==> src/rtl/mem_arb_pkg.sv <==
// Shared types for the instruction/data memory port arbiter: FSM states, grant
// identifiers and the latency counter width.
package mem_arb_pkg;

    localparam int LAT_W = 4;

    typedef enum logic [1:0] {
        IDLE,
        ISSUE,
        DONE
    } arb_state_e;

    typedef enum logic {
        INST,
        DATA
    } grant_e;

endpackage

==> src/rtl/mem_arb_pick.sv <==
// Combinational grant selection between the instruction and data ports.
// With MEM_ARB_RR_EN defined, ties alternate based on the previous grant.
module mem_arb_pick (
    input  logic i_ce,
    input  logic d_ce,
`ifdef MEM_ARB_RR_EN
    input  logic last_grant_data,
`endif
    output logic req_valid,
    output logic grant_data
);

    always_comb begin
        req_valid  = i_ce | d_ce;
        grant_data = d_ce;
`ifdef MEM_ARB_RR_EN
        // On a tie, the port that did not win last time goes first
        if (i_ce && d_ce) begin
            grant_data = ~last_grant_data;
        end
`endif
    end

endmodule

==> src/rtl/mem_port_arbiter.sv <==
// Serialises CPU instruction-fetch and load/store accesses onto one synchronous
// memory port. Optional round-robin tie-breaking is enabled by MEM_ARB_RR_EN.
module mem_port_arbiter
    import mem_arb_pkg::*;
#(
    parameter int ADDR_W  = 32,
    parameter int DATA_W  = 32,
    parameter int MEM_LAT = 1
) (
    input  logic                clk,
    input  logic                rst,
    input  logic                i_ce,
    input  logic [ADDR_W-1:0]   i_addr,
    output logic [DATA_W-1:0]   i_rdata,
    output logic                i_ready,
    input  logic                d_ce,
    input  logic                d_we,
    input  logic [ADDR_W-1:0]   d_addr,
    input  logic [DATA_W-1:0]   d_wdata,
    input  logic [DATA_W/8-1:0] d_sel,
    output logic [DATA_W-1:0]   d_rdata,
    output logic                d_ready,
    output logic                stallreq_if,
    output logic                stallreq_mem,
    output logic                mem_ce,
    output logic                mem_we,
    output logic [ADDR_W-1:0]   mem_addr,
    output logic [DATA_W-1:0]   mem_wdata,
    output logic [DATA_W/8-1:0] mem_sel,
    input  logic [DATA_W-1:0]   mem_rdata
);

    localparam logic [LAT_W-1:0] LAT_LAST = LAT_W'(MEM_LAT - 1);

    arb_state_e          state, state_nxt;
    grant_e              grant, grant_nxt;
    logic [LAT_W-1:0]    lat_cnt, lat_nxt;
    logic                ce_nxt, we_nxt;
    logic [ADDR_W-1:0]   addr_nxt;
    logic [DATA_W-1:0]   wdata_nxt;
    logic [DATA_W/8-1:0] sel_nxt;
    logic [DATA_W-1:0]   i_rdata_nxt, d_rdata_nxt;
    logic                i_ready_nxt, d_ready_nxt;
    logic                pick_valid, pick_data;
`ifdef MEM_ARB_RR_EN
    grant_e              last_grant, last_nxt;
`endif

    assign stallreq_if  = i_ce & ~i_ready;
    assign stallreq_mem = d_ce & ~d_ready;

    mem_arb_pick u_pick (
        .i_ce            (i_ce),
        .d_ce            (d_ce),
`ifdef MEM_ARB_RR_EN
        .last_grant_data (last_grant == DATA),
`endif
        .req_valid       (pick_valid),
        .grant_data      (pick_data)
    );

    always_comb begin
        state_nxt   = state;
        grant_nxt   = grant;
        lat_nxt     = lat_cnt;
        ce_nxt      = mem_ce;
        we_nxt      = mem_we;
        addr_nxt    = mem_addr;
        wdata_nxt   = mem_wdata;
        sel_nxt     = mem_sel;
        i_rdata_nxt = i_rdata;
        d_rdata_nxt = d_rdata;
        i_ready_nxt = 1'b0;
        d_ready_nxt = 1'b0;
`ifdef MEM_ARB_RR_EN
        last_nxt    = last_grant;
`endif
        case (state)
            IDLE: begin
                if (pick_valid) begin
                    state_nxt = ISSUE;
                    grant_nxt = pick_data ? DATA : INST;
                    lat_nxt   = '0;
                    ce_nxt    = 1'b1;
                    if (pick_data) begin
                        we_nxt    = d_we;
                        addr_nxt  = d_addr;
                        wdata_nxt = d_wdata;
                        sel_nxt   = d_sel;
                    end else begin
                        we_nxt    = 1'b0;
                        addr_nxt  = i_addr;
                    end
`ifdef MEM_ARB_RR_EN
                    last_nxt = pick_data ? DATA : INST;
`endif
                end
            end
            ISSUE: begin
                // Writes complete after one cycle; reads wait out the memory latency
                if (mem_we || lat_cnt == LAT_LAST) begin
                    state_nxt = DONE;
                    ce_nxt    = 1'b0;
                    we_nxt    = 1'b0;
                    lat_nxt   = '0;
                    if (grant == DATA) begin
                        d_ready_nxt = 1'b1;
                        if (!mem_we) begin
                            d_rdata_nxt = mem_rdata;
                        end
                    end else begin
                        i_ready_nxt = 1'b1;
                        i_rdata_nxt = mem_rdata;
                    end
                end else begin
                    lat_nxt = lat_cnt + LAT_W'(1);
                end
            end
            DONE: begin
                state_nxt = IDLE;
            end
            default: begin
                state_nxt = IDLE;
            end
        endcase
    end

    always_ff @(posedge clk or negedge rst) begin
        if (!rst) begin
            state     <= IDLE;
            grant     <= INST;
            lat_cnt   <= '0;
            mem_ce    <= 1'b0;
            mem_we    <= 1'b0;
            mem_addr  <= '0;
            mem_wdata <= '0;
            mem_sel   <= '0;
            i_rdata   <= '0;
            d_rdata   <= '0;
            i_ready   <= 1'b0;
            d_ready   <= 1'b0;
`ifdef MEM_ARB_RR_EN
            last_grant <= INST;
`endif
        end else begin
            state     <= state_nxt;
            grant     <= grant_nxt;
            lat_cnt   <= lat_nxt;
            mem_ce    <= ce_nxt;
            mem_we    <= we_nxt;
            mem_addr  <= addr_nxt;
            mem_wdata <= wdata_nxt;
            mem_sel   <= sel_nxt;
            i_rdata   <= i_rdata_nxt;
            d_rdata   <= d_rdata_nxt;
            i_ready   <= i_ready_nxt;
            d_ready   <= d_ready_nxt;
`ifdef MEM_ARB_RR_EN
            last_grant <= last_nxt;
`endif
        end
    end

endmodule
==> config.mk <==
export PLATFORM = sky130hd
export DESIGN_NAME = mem_port_arbiter
export DESIGN_NICKNAME = d
export VERILOG_FILES = /design/src/rtl/mem_arb_pkg.sv /design/src/rtl/mem_arb_pick.sv /design/src/rtl/mem_port_arbiter.sv
export SDC_FILE = /design/constraint.sdc
export NUM_CORES = 1
export LEC_CHECK = 0
export BUFFER_PORTS_ARGS = -buffer_cell sky130_fd_sc_hd__buf_2
export CORE_MARGIN = 4
export CORE_UTILIZATION = 48
export CTS_BUF_LIST = sky130_fd_sc_hd__clkbuf_8
export CTS_CLUSTER_SIZE = 30
export DETAILED_ROUTE_END_ITERATION = 8
export PLACE_DENSITY = 0.82
export SETUP_SLACK_MARGIN = 0.2
export SLEW_MARGIN = 5
export SYNTH_ARGS = -nofsm -noshare
export SYNTH_HDL_FRONTEND = slang
export SYNTH_HIERARCHICAL = 1
export SYNTH_SLANG_ARGS = --single-unit
==> constraint.sdc <==
create_clock -name clk -period 2.3 [get_ports clk]
set_clock_uncertainty 0.2 [all_clocks]
set_input_delay 0.23 -clock clk [delete_from_list [all_inputs] [get_ports clk]]
set_output_delay 0.23 -clock clk [all_outputs]
set_load 0.02 [all_outputs]
Yosys cells after proc, flatten, opt, wreduce, memory -nomap -nowiden
Index checks and enable logic that the tools add are counted.

word-level totals
  bits in registers = 143
  input port bits = 137
  output and inout port bits = 138
  logic and storage cells = 54

cells by class
  $add $sub $neg = 1
  eq/ne operators = 3
  multiplexer cells = 20
  bitwise operators = 7
  reduce and logical (&&, ||, !) cells = 11

operator list
  cell                                           number
  2-to-1 mux 32 bit                              1
  2-to-1 mux 1 bit                               11
  AND reduction 3 bit                            3
  2-to-1 mux 4 bit                               2
  case mux 4 bit (2 select lines)                1
  AND reduction 2 bit                            3
  adder 4 x 1 -> 4 bit, second input constant    1
  zero test 4 bit                                1
  2-to-1 mux 2 bit                               2
  != test 2 bit, second input constant           2
  NOT 1 bit                                      4
  case mux 1 bit (2 select lines)                2
  case mux 2 bit (2 select lines)                1
  AND reduction 4 bit                            1
  bitwise AND 1 bit                              2
  == test 2 x 1 -> 1 bit, second input constant  1
  zero test 2 bit                                1
  nonzero test 2 bit                             1
  logical OR 1 bit                               1
  OR 1 bit                                       1

Longest topological paths before layout
  depth after elaboration = 4
  mapped depth = 6
  mapped depth without buffers = 5

Hierarchy
Netlist, hierarchy kept.

modules (own cells, without submodules)
  module            times used  cells each  area an instance (µm²)
  mem_port_arbiter  1           405         5879.4
  mem_arb_pick      1           2           13.8

Worst setup path before layout
Ideal clock, no wire load.

  kind = reg2reg
  start point = register lat_cnt[0]
  end point = register i_rdata[10]
  library setup time = 125 ps
  data arrival time = 1516 ps
  required time = 1975 ps
  slack = 458 ps
  cell stages (with the launch flop) = 7
  period minus slack after synthesis = 1842 ps
  path through = dfrtp_1 > inv_1 > ha_1 > nor3b_4 > o211ai_4 > buf_6 > mux2_4

on the way
  word-level cells in the longest chain between the ends = 3

RTL lines
  what                                  RTL line                 text
  start: declaration                    mem_port_arbiter.sv:37   logic [LAT_W-1:0] lat_cnt, lat_nxt;
  start signal: assignment              mem_port_arbiter.sv:148  lat_cnt <= lat_nxt;
  zero test 4 bit                       mem_port_arbiter.sv:101  if (mem_we || lat_cnt == LAT_LAST) begin
  logical OR 1 bit                      mem_port_arbiter.sv:101
  AND reduction 3 bit (no source line)  --
  end signal: assignment                mem_port_arbiter.sv:154  i_rdata <= i_rdata_nxt;
  end: declaration                      mem_port_arbiter.sv:14   output logic [DATA_W-1:0] i_rdata,

No other way between the ends.
A chain may end at the register's enable or synchronous reset.

Final worst setup path
  start point = register lat_cnt[0]
  end point = register i_rdata[1]

The elaborated chain is that of the path after synthesis.

==> results.txt <==
top cell type by total area after synthesis = dfrtp_1
status = finished, final reports clean
clk sinks = 143
Clock Latency Late Sink = 440 ps
synthesized flop and latch total = 143
synthesized instance count = 407
Overall Power = 12.59 mW
Routed Wire Length = 18280 um
Synth async-reset ratio = 100.0%
GRT Overall Usage = 26.50%
synthesized area per cell = 14.48 sq um
row cnt = 40
Vias/cell = 5.033
TritonCTS Buffers = 17
Pwr Density = 1371 mW/mm^2
drt first-iter violations = 291
CP Class = reg -> reg
first-pass GRT wire length = 29160 um
placed inst area = 0.007427 sq mm
synthesized cell area = 0.005893 sq mm
drt pass-1 iters = 4
core area = 0.01201 sq mm
per-cell routed wire length = 18.68 um
post-route ant nets = 0
vias in the first global route = 5538
TritonCTS clock tree = yes
relative slew slack = 60.19%
Crit path required time = 2430 ps
nets@finish = 957
Final period util = 87.30%
Die Ht = 118.8 um
post-synth top area share = 60.72%
most common cell in the synthesized netlist = dfrtp_1
H-tree levels = 4
final setup violation count = 0
Vias = 4927
deepest clock path buffer count = 2
Slew @ Worst Pin = 597.1 ps
min cycle time layout = 2008 ps
DP Wirelength = 10800 um
area of the die = 0.01411 sq mm
Root Buffer = clkbuf_8
Max Cap Viol = 0
Ports = 275
crit-path max FO = 33
initial antenna violation count = 1
# DRC = 0
crit end category = flop
Pleak = 4.544 nW
layout cells sized above 1 = 50.54%
final core utilization = 76.47%
top cells by count, synth = dfrtp_1, mux2_2, a21oi_1
Fin Setup TNS = 0 ps
maximum clock frequency = 0.4980 GHz
Synth area leaders = dfrtp_1, mux2_2, mux2_4
EDFF count, synth = 0
predominant post-synthesis flop cell = dfrtp_1
synthesis warning total = 6
VDD IR-drop max = 0.0008597 V
Layout area overhead = 55.86%
Worst Hold Class = in -> async
Hold WS = 78.51 ps
RSZ-0062 raised after global routing = no
post-synthesis sequential area ratio = 60.72%
Worst-path clk slew = 90 ps
Yosys cell types = 29
Hold Fails Final Rpt = 0
DIE WIDTH = 118.8 um
Syn Nets = 546
fin. max-slew vios = 0
Port Buf Inserts = 274
crit path DAT = 2140 ps
largest net degree at the start of global routing = 55
Initial Util = 49.06%
gr ovfl total = 0
CP startpoint kind = flop
GPL Wtd Cong = 0.8108
final instance area = 0.009185 sq mm
[kinds of logic after synthesis]
group | Yosys count | synth area share (%)
AO/OA/AOI/OAI | 45 | 4.310
multiplexers | 133 | 26.56
flip-flops | 143 | 60.72
AND/OR/NAND/NOR | 53 | 4.522
buffers and inverters | 31 | 3.461
adder cells (fa/ha/maj) | 2 | 0.4246
[through the flow]
step / worst slack [ps] / std cells
finish: 292.2 / 979
CTS: 314.7 / 978
global route: 215.9 / 979
floorplan: 458.5 / 407
detailed placement: 320.8 / 813
global placement: 368.0 / 813
[cell type report]
type | count | area [sq um]
repair buffers | 415 | 2844
diodes | 1 | 2.502
flip-flops and latches | 143 | 3578
clock buffers | 19 | 261.5
multi-input cells | 233 | 2122
inverters | 8 | 30.03
fillers | 713 | 2826
clock inverters | 13 | 162.7
well taps | 147 | 183.9
[sequential cells by signal (all words and copies together) (netlist names)]
| name | flops |
|---|---|
| d_rdata | 32 |
| i_rdata | 32 |
| mem_addr | 32 |
| mem_wdata | 32 |
| lat_cnt | 4 |
| mem_sel | 4 |
| state | 2 |
| d_ready | 1 |
| grant | 1 |
| i_ready | 1 |
| mem_ce | 1 |
| mem_we | 1 |
[what timing repair did]
item                      4_1_cts  5_1_grt
hold buffers                  133        0
gates resized for setup         0        0
hold endpoints to repair      275        0
setup buffers                   0        0
[per-layer routing]
metal	vias to the layer above	routed length [um]	GRT usage (%)
li1	2240	-	-
met5	-	0	0
met3	57	1039	6.651
met1	2409	6622	28.50
met2	221	9822	47.50
met4	0	799	14.41
[cells in the final DEF, fill, tap and decap left out, types with 2 or more instances in the layout]
cell type	n
buf_12	6
nor2b_1	3
dlygate4sd3_1	133
clkinv_2	2
o31ai_1	2
a21oi_1	35
clkbuf_8	19
clkinv_4	3
clkinvlp_4	2
inv_6	2
o21bai_1	2
o21ai_0	4
buf_4	2
mux2i_1	33
bufinv_16	3
dfrtp_1	143
inv_1	9
nor2_1	34
ha_1	2
mux2_4	29
nor3b_4	2
mux2_2	71
buf_2	273
nand2_1	5
[worst max-delay path, cell delays in order (launching register included)]
cell and delay [ps]:
dfrtp_1 420, inv_1 60, ha_1 200, nor3b_4 170, o211ai_4 190, buf_12 280, mux2_2 370
[worst paths after layout]
check	startpoint	endpoint	slack, ps	depth (start not counted)
worst min register to register	mem_ce$_DFFE_PN0P_	mem_ce$_DFFE_PN0P_	280	1
worst max register to register	lat_cnt[0]$_DFFE_PN0P_	i_rdata[1]$_DFFE_PN0P_	290	6
min in group clk	d_ce	grant$_DFFE_PN0P_	80	3
worst min-delay path	rst	i_rdata[30]$_DFFE_PN0P_	80	2
worst max-delay path	lat_cnt[0]$_DFFE_PN0P_	i_rdata[1]$_DFFE_PN0P_	290	6
max in group asynchronous	rst	mem_wdata[23]$_DFFE_PN0P_	1190	3
[report_power, final]
part / switching, mW / internal (mW) / leakage, nW / total, mW
sequential: 0.763 / 3.77 / 1.66 / 4.53
combinational: 3.36 / 2.60 / 2.67 / 5.96
clock: 0.969 / 1.13 / 0.214 / 2.10
total: 5.10 / 7.50 / 4.54 / 12.6
Note: power is estimated with default switching activity, not from simulation.
